### src/rtl/serial_word_packer_if.sv
// Serial-bit input and parallel-word output handshakes for serial_word_packer.
// master is the environment side; slave is the packer itself.
interface serial_word_packer_if #(
  parameter int WIDTH = 8
);
  logic             bit_in;
  logic             bit_valid;
  logic             bit_ready;
  logic [WIDTH-1:0] word_out;
  logic             word_parity;
  logic             word_valid;
  logic             word_ready;

  modport master (
    output bit_in, bit_valid, word_ready,
    input  bit_ready, word_out, word_parity, word_valid
  );

  modport slave (
    input  bit_in, bit_valid, word_ready,
    output bit_ready, word_out, word_parity, word_valid
  );
endinterface

### src/rtl/serial_word_packer.sv
// Packs an LSB-first serial bit stream into WIDTH-bit words with even parity.
// A one-word stall register absorbs a completed word while the output is blocked.
module serial_word_packer #(
  parameter int WIDTH = 8,
  parameter int CNT_W = $clog2(WIDTH)
) (
  input  logic                  clock,
  input  logic                  clear,
  serial_word_packer_if.slave   bus
);

  typedef enum logic {FILL, STALL} state_t;

  state_t           state, state_next;
  logic [WIDTH-1:0] sh, sh_next;
  logic [CNT_W-1:0] cnt, cnt_next;
  logic [WIDTH-1:0] st, st_next;
  logic [WIDTH-1:0] word_q, word_next;
  logic             parity_q, parity_next;
  logic             valid_q, valid_next;

  logic             accept;
  logic             complete;
  logic             out_free;
  logic [WIDTH-1:0] w;

  assign accept   = (state == FILL) && bus.bit_valid;
  assign complete = accept && (cnt == CNT_W'(WIDTH - 1));
  assign out_free = !valid_q || bus.word_ready;
  assign w        = {bus.bit_in, sh[WIDTH-2:0]};

  always_ff @(posedge clock or negedge clear) begin
    if (!clear) begin
      state    <= FILL;
      sh       <= '0;
      cnt      <= '0;
      st       <= '0;
      word_q   <= '0;
      parity_q <= 1'b0;
      valid_q  <= 1'b0;
    end else begin
      state    <= state_next;
      sh       <= sh_next;
      cnt      <= cnt_next;
      st       <= st_next;
      word_q   <= word_next;
      parity_q <= parity_next;
      valid_q  <= valid_next;
    end
  end

  // A completing word goes straight to the output if it is free this cycle,
  // otherwise it parks in st and input is frozen until the output drains.
  always_comb begin
    state_next  = state;
    sh_next     = sh;
    cnt_next    = cnt;
    st_next     = st;
    word_next   = word_q;
    parity_next = parity_q;
    valid_next  = valid_q;

    case (state)
      FILL: begin
        if (accept) begin
          sh_next[cnt] = bus.bit_in;
          cnt_next     = complete ? '0 : cnt + CNT_W'(1);
        end
        if (complete) begin
          if (out_free) begin
            word_next   = w;
            parity_next = ^w;
            valid_next  = 1'b1;
          end else begin
            st_next    = w;
            state_next = STALL;
          end
        end else if (valid_q && bus.word_ready) begin
          valid_next = 1'b0;
        end
      end
      STALL: begin
        if (bus.word_ready) begin
          word_next   = st;
          parity_next = ^st;
          valid_next  = 1'b1;
          state_next  = FILL;
        end
      end
      default: state_next = FILL;
    endcase
  end

  assign bus.bit_ready   = (state == FILL);
  assign bus.word_out    = word_q;
  assign bus.word_parity = parity_q;
  assign bus.word_valid  = valid_q;

endmodule
### src/flat_wrapper.sv
// flat-port wrapper written by rule: the top's interface ports become plain ports
module serial_word_packer_flat 
#(
  parameter int WIDTH = 8,
  parameter int CNT_W = $clog2(WIDTH)
)
  (clock, clear, bus_bit_in, bus_bit_valid, bus_word_ready, bus_bit_ready, bus_word_out, bus_word_parity, bus_word_valid);
  serial_word_packer_if #(.WIDTH(WIDTH)) bus_i ();
  input  logic clock;
  input  logic clear;
  input wire logic [$bits(bus_i.bit_in)-1:0] bus_bit_in;
  input wire logic [$bits(bus_i.bit_valid)-1:0] bus_bit_valid;
  input wire logic [$bits(bus_i.word_ready)-1:0] bus_word_ready;
  output wire logic [$bits(bus_i.bit_ready)-1:0] bus_bit_ready;
  output wire logic [$bits(bus_i.word_out)-1:0] bus_word_out;
  output wire logic [$bits(bus_i.word_parity)-1:0] bus_word_parity;
  output wire logic [$bits(bus_i.word_valid)-1:0] bus_word_valid;
  assign bus_i.bit_in = bus_bit_in;
  assign bus_i.bit_valid = bus_bit_valid;
  assign bus_i.word_ready = bus_word_ready;
  assign bus_bit_ready = bus_i.bit_ready;
  assign bus_word_out = bus_i.word_out;
  assign bus_word_parity = bus_i.word_parity;
  assign bus_word_valid = bus_i.word_valid;
  serial_word_packer #(.WIDTH(WIDTH), .CNT_W(CNT_W)) u_core (.clock(clock), .clear(clear), .bus(bus_i));
endmodule
### config.mk
export PLATFORM = sky130hd
export DESIGN_NAME = serial_word_packer_flat
export DESIGN_NICKNAME = d
export VERILOG_FILES = /design/src/rtl/serial_word_packer_if.sv /design/src/rtl/serial_word_packer.sv /design/src/flat_wrapper.sv
export SDC_FILE = /design/constraint.sdc
export NUM_CORES = 1
export LEC_CHECK = 0
export ABC_CLOCK_PERIOD_IN_PS = 2500
export BUFFER_PORTS_ARGS = -buffer_cell sky130_fd_sc_hd__buf_4
export CAP_MARGIN = 15
export CORE_UTILIZATION = 35
export CTS_BUF_LIST = sky130_fd_sc_hd__clkbuf_4
export CTS_CLUSTER_DIAMETER = 40
export DETAILED_ROUTE_END_ITERATION = 16
export SLEW_MARGIN = 10
export SYNTH_ARGS = -nofsm -noshare
export SYNTH_HDL_FRONTEND = slang
export SYNTH_SLANG_ARGS = --single-unit
export TNS_END_PERCENT = 5
### constraint.sdc
create_clock -name clock -period 2.5 [get_ports clock]
set_input_delay 0.125 -clock clock [delete_from_list [all_inputs] [get_ports clock]]
set_output_delay 0.125 -clock clock [all_outputs]
set_load 0.02 [all_outputs]
==> qor.txt, run 1 <==
WS Path Type -> reg2reg
Final hold vios -> 0
Total I/O pin count -> 16
Mapped Avg Cell Area -> 11.8 µm²
Vias in the first global route -> 843
DRT Pass-1 Iters -> 4
Max IR drop VDD -> 0.475 mV
Pwr dens -> 1050 nW/µm²
WP data arrival -> 2050 ps
Post-Syn Area -> 1410 µm²
Worst Hold Launch -> bus_bit_valid
Chip height -> 65.4 µm
Cell taking the most area after synthesis -> dfrtp_1
Ys Warns -> 0
Worst-path clk slew -> 90 ps
Antenna violations before repair -> 0
H-tree depth -> 2
Crit end category -> flip-flop
Drt initial violations -> 38
FF+latch count, synth -> 29
Clk Latency, worst-skew pair -> 330 ps
Slew Viols, Final -> 0
RSZ-0062 raised after global routing -> no
Placed instance count -> 178
Fmax achieved -> 0.544 GHz
R2R cell count -> 4
Num CTS Buffers -> 5
Routed vias -> 904
Cell variety after synth -> 24
Worst-path fanout max -> 14
Area Overhead vs Synth -> 15.6%
Max Cap Viol -> 0
Grt ovf -> 0
R2R Path End -> u_core.sh[5]
Residual DRC -> 0
Most frequent cells in the layout -> dfrtp_1, nand2_1, mux2_2, buf_4, xnor2_1
Post-synth ARST share -> 100%
Initial core utilization -> 37.6%
Reg2Reg Setup Slack -> 660 ps
Top-area cell type share of the netlist area -> 51.6%
Placement row count -> 22
Wire per inst -> 12.9 µm
Layout cell share with drive strength beyond 1 -> 28.6%
Sink Count -> 29
Remaining antenna violation count after routing -> 0
Floorplan core area -> 3740 µm²
Critical Path Source Type -> flip-flop
Synth area leaders -> dfrtp_1, mux2_2, xnor2_1, mux2i_1, nand2_1
Commonest register cell after synthesis -> dfrtp_1
Die Wd -> 65.4 µm
Hold depth -> 3
Worst-Margin Slew -> 587 ps
Crit share post-route -> 73.5%
# setup viols final -> 0
Global-route wire length before repair -> 4.07 mm
Post-Route WL -> 2.43 mm
Max_slew headroom -> 60.9%
Place WS -> 694 ps
Nets -> 146
Detailed placer's ending HPWL -> 1.74 mm
Syn Nets -> 126
Pleak -> 0.731 nW
I/O Buffers -> 15
CTS tree -> built
Clk_skew -> 9.51 ps
Number of flops mapped to enable cells by yosys -> 0
Most common cell after layout, fill and taps aside -> dfrtp_1
Seq/Total Area, Yosys -> 51.6%
Tmin final -> 1840 ps
Max clock buf depth -> 2
Hold endpoint -> u_core.bus.word_valid
Setup WS post-layout -> 662 ps
Diodes inserted -> 0
Gpl congestion -> 0.780
Non-filler cells, final -> 188
Worst r2r src -> u_core.state
Multi-input gate area -> 648 µm²
Status -> finished, final reports clean
Worst Path Required -> 2710 ps
Area of the die -> 4280 µm²
FF/Latch Area -> 726 µm²
Worst Hold Class -> in2reg
Synthesized instance count -> 119
Number of fill cells -> 372
Largest net degree at the start of global routing -> 30
TNS Setup -> 0 ps
All-Layer GR Usage -> 13.3%
Via density -> 4.81
Clock Root Buffer -> clkbuf_4
## worst max path at each step
stage,cells after the start,startpoint,end
2_1_floorplan,7,u_core.cnt[1],u_core.bus.word_parity
3_3_place_gp,6,u_core.cnt[1],u_core.bus.word_parity
3_5_place_dp,4,u_core.state,u_core.sh[5]
4_1_cts,4,u_core.state,u_core.sh[5]
5_1_grt,6,u_core.cnt[1],u_core.bus.word_parity
6_report,4,u_core.state,u_core.sh[5]
## report_power, final
group	total, mW	switching [mW]	internal (mW)
Combinational	0.653	0.304	0.349
Clock	0.274	0.156	0.118
Sequential	0.781	0.160	0.621
Total	1.71	0.620	1.09
## sequential cells by signal, summed over array words and instances, names as in the netlist
signal and flops:
u_core.bus.word_out 8, u_core.st 8, u_core.sh 7, u_core.cnt 3, u_core.bus.word_parity 1, u_core.bus.word_valid 1
u_core.state 1
## worst max-delay path, stage by stage (launching register included)
cell     delay (ps)
dfrtp_1         610
and2b_1         390
nand2_1         120
nor3b_1         250
mux2_2          360
## what timing repair did
item / CTS / global route
hold buffers: 2 / 0
setup buffers: 0 / 0
endpoints found under the hold margin: 30 / 0
gates resized for setup: 0 / 0
## layout make-up
| cell class | count | share of cell area, % |
|---|---|---|
| flip-flops and latches | 29 | 44.6 |
| clock inverters | 2 | 0.616 |
| well taps | 48 | 3.70 |
| repair buffers | 17 | 8.16 |
| multi-input cells | 85 | 39.9 |
| inverters | 1 | 0.231 |
| clock buffers | 6 | 2.77 |
## cell families (layout without fill, tap and decap cells)
logic type	count (synthesis)	count (layout)	synth area share, %
AND/OR/NAND/NOR	33	33	12.2
flip-flops	29	29	51.6
multiplexers	23	23	17.7
XOR/XNOR	14	14	8.72
AO/OA/AOI/OAI	13	13	5.69
buffers and inverters	5	26	2.31
adder cells (fa/ha/maj)	2	2	1.78
## per-layer routing
layer	vias to the layer above	part of all wire, %	GRT usage [%]	routed length [µm]
met5	-	0	0	0
met1	421	51	17.1	1230
li1	452	-	-	-
met2	26	42	19.6	1030
met3	5	5.4	5.73	130
met4	0	1.5	4.89	37
## through the flow
| stage | utilization [%] | area, µm² | total power [mW] | hold WS [ps] |
|---|---|---|---|---|
| 2_1_floorplan | - | 1410 | 1.23 | -171 |
| 3_3_place_gp | 41.4 | 1550 | 1.44 | 61.9 |
| 3_5_place_dp | 41.4 | 1550 | 1.45 | 70.4 |
| 4_1_cts | 43.4 | 1630 | 1.74 | 115 |
| 5_1_grt | 43.4 | 1630 | 1.85 | 117 |
| 6_report | 43.4 | 1630 | 1.71 | 122 |
## synthesized netlist by cell type (all sizes together), types with 2 or more instances
master  number
nand3b       3
nor3b        2
nand2       17
nor2         2
mux2        15
ha           2
nand2b       3
xnor2       14
dfrtp       29
buf          4
nor3         2
mux2i        8
o21ai        9
No activity file was read; power rests on OpenSTA's default activity.
==> inputs of run 2 (changes only) <==
--- a/config.mk
+++ b/config.mk
@@ -5,7 +5,7 @@
 export SDC_FILE = /design/constraint.sdc
 export NUM_CORES = 1
 export LEC_CHECK = 0
-export ABC_CLOCK_PERIOD_IN_PS = 2500
+export ABC_CLOCK_PERIOD_IN_PS = 1850
 export BUFFER_PORTS_ARGS = -buffer_cell sky130_fd_sc_hd__buf_4
 export CAP_MARGIN = 15
 export CORE_UTILIZATION = 35
==> constraint.sdc (replaced) <==
create_clock -name clock -period 1.85 [get_ports clock]
set_input_delay 0.0925 -clock clock [delete_from_list [all_inputs] [get_ports clock]]
set_output_delay 0.0925 -clock clock [all_outputs]
set_load 0.02 [all_outputs]
==> run 2 against run 1 <==
Critical path depth is 2 higher. Clock-buffer cell count is 1 lower. Sequential power is 34% higher. Utilization is 0.40 points higher. Clock skew is 4.3 ps higher. Global-route usage is 0.16 points higher. Cell count is 1.1% higher. Register-to-register slack worse by 550 ps. Setup slack worse by 550 ps. Via count is 4.3% higher. Highest routed layer unchanged.
==> qor.txt, run 2 (synthesis gave the netlist of run 1 again) <==
Status -> finished, final reports clean
Sw Ratio -> 37.3% (+1.0 points)
Buffers and inverters on the worst path -> 0 (unchanged)
Reg2Reg Setup Slack -> 110 ps (-550 ps)
Nets -> 148 (+1.4%)
Postcts setup bufs -> 0 (unchanged)
Most frequent cells in the layout -> dfrtp_1, nand2_1, buf_4
Slowest stage cell, crit path -> dfrtp_1
Global-route wire length before repair -> 4.17 mm (+2.4%)
Worst-Margin Slew -> 369 ps (-218 ps)
Final hold vios -> 0 (unchanged)
Floorplan core area -> 3740 µm² (unchanged)
Worst Hold Class -> in2reg
Met1 usage -> 16.3% (-0.73 points)
Comb pwr share -> 38.9% (+0.6 points)
Most common cell after layout, fill and taps aside -> dfrtp_1
Area of the die -> 4280 µm² (unchanged)
Antenna violations before repair -> 0 (unchanged)
Clk Latency, worst-skew pair -> 340 ps (about the same)
Gr busiest metal -> met2
Grt ovf -> 0 (unchanged)
Gpl congestion -> 0.731 (-6.3%)
Detailed placer's ending HPWL -> 1.80 mm (+3.5%)
Crit end category -> flip-flop
RSZ-0062 raised after global routing -> no
CTS tree -> built
All-Layer GR Usage -> 13.4% (+0.16 points)
Tmin final -> 1740 ps (-102 ps)
Vias in the first global route -> 915 (+8.5%)
Delay of the slowest critical-path stage -> 440 ps (-170 ps)
Layout cell share with drive strength beyond 1 -> 29.6% (+1.0 points)
Max IR drop VDD -> 0.631 mV (+33%)
Max_slew headroom -> 75.4% (+15 points)
Pwr dens -> 1430 nW/µm² (+36%)
WS Path Type -> reg2reg
Worst Path Required -> 2120 ps (-590 ps)
TNS Setup -> 0 ps (unchanged)
Met2 Use GR -> 21.0% (+1.4 points)
Clock share of power -> 16.3% (+0.3 points)
P_sw -> 0.875 mW (+41%)
Largest net degree at the start of global routing -> 30 (unchanged)
Worst-path fanout max -> 18 (+4)
# setup viols final -> 0 (unchanged)
Num CTS Buffers -> 5 (unchanged)
Remaining antenna violation count after routing -> 0 (unchanged)
CP Cell Sequence -> ha_1, ha_1, nand2_1, a2bb2o_2, nand2b_1, o221ai_1
Clk_skew -> 13.9 ps (+4.35 ps)
Crit-path most repeated cell -> ha_1
Met3 usage -> 4.69% (-1.0 points)
Hold_ws -> 74.0 ps (-47.6 ps)
Routed vias -> 943 (+4.3%)
Int Power -> 1.47 mW (+35%)
I/O Buffers -> 15 (unchanged)
CP delay by family, top -> compound AO/OA/AOI/OAI gates
Die Wd -> 65.4 µm (unchanged)
Chip height -> 65.4 µm (unchanged)
H-tree depth -> 2 (unchanged)
Drt initial violations -> 24 (-37%)
Max Cap Viol -> 0 (unchanged)
Max clock buf depth -> 2 (unchanged)
Slew Viols, Final -> 0 (unchanged)
Fmax achieved -> 0.576 GHz (+5.9%)
Crit share post-route -> 93.8% (+20 points)
Clock Root Buffer -> clkbuf_4
Area Overhead vs Synth -> 16.6%
Placement row count -> 22 (unchanged)
Critical Path Source Type -> flip-flop
Diodes inserted -> 0 (unchanged)
Sink Count -> 29 (unchanged)
Pleak -> 0.737 nW (+0.81%)
Part of the power in registers -> 44.7% (-1.0 points)
Post-Route WL -> 2.57 mm (+5.9%)
Worst-path clk slew -> 110 ps (+20 ps)
Via density -> 4.96 (+3.2%)
Residual DRC -> 0 (unchanged)
DRT Pass-1 Iters -> 4 (unchanged)
WP data arrival -> 2000 ps (-50 ps)
Total I/O pin count -> 16 (unchanged)
Final Cell Area -> 1640 µm² (+0.92%)
Initial core utilization -> 37.6% (unchanged)
Placed inst area -> 1570 µm² (+0.97%)
Utilization after layout -> 43.8% (+0.40 points)
Wire per inst -> 13.5 µm (+4.8%)
Setup WS post-layout -> 114 ps (-548 ps)
Place WS -> 147 ps (-547 ps)
## run 2: cell count changes in the layout (fill, tap and decap cells not counted)
cell | before | now
buf_4 | 15 | 17
clkinvlp_4 | 0 | 1
clkbuf_4 | 6 | 5
## run 2: area by class of cell
| class | count | area (µm²) |
|---|---|---|
| Fill cell | 386 | 2100 |
| Tap cell | 48 | 60.1 |
| Inverter | 1 | 3.75 |
| Clock buffer | 5 | 37.5 |
| Clock inverter | 3 | 17.5 |
| Multi-Input combinational cell | 85 | 648 |
| Sequential cell | 29 | 726 |
| Timing Repair Buffer | 19 | 148 |
## run 2: final timing paths
kind / from / to / depth (start not counted)
hold / removal: bus_bit_valid / u_core.bus.word_valid / 3
min in group asynchronous: clear / u_core.bus.word_out[1] / 2
max in group asynchronous: clear / u_core.sh[5] / 2
setup reg to reg: u_core.cnt[0] / u_core.bus.word_parity / 6
hold reg to reg: u_core.bus.word_out[4] / u_core.bus.word_out[4] / 2
setup / recovery: u_core.cnt[0] / u_core.bus.word_parity / 6
## run 2: timing repair
| item | 4_1_cts | 5_1_grt |
|---|---|---|
| hold buffers | 2 | 0 |
| setup endpoints to repair | 0 | 0 |
| endpoints found under the hold margin | 30 | 0 |
| gates resized for setup | 0 | 0 |
## run 2: power by group through the flow
stage	clock network (mW)	registers, mW	logic (mW)
detailed placement	0	1.06	0.924
CTS	0.397	1.05	0.932
global route	0.427	1.08	1.01
global placement	0	1.05	0.910
finish	0.382	1.05	0.912
floorplan	0	1.13	0.539
## run 2: worst reg2reg max path, cell delays in order, from the launching register on
cell and delay (ps):
dfrtp_1 440, ha_1 190, ha_1 220, nand2_1 110, a2bb2o_2 380, nand2b_1 180
o221ai_1 160
## run 2: per-layer routing
| layer | vias up | routed length, µm |
|---|---|---|
| met5 | - | 0 |
| met4 | 0 | 51 |
| met3 | 6 | 103 |
| met2 | 18 | 1190 |
| met1 | 467 | 1230 |
| li1 | 452 | - |
## run 2: stage by stage
step,total power [mW],std cells
after floorplan,1.67,119
after global placement,1.96,180
after detailed placement,1.99,180
after CTS,2.38,190
after global routing,2.52,190
final,2.34,190
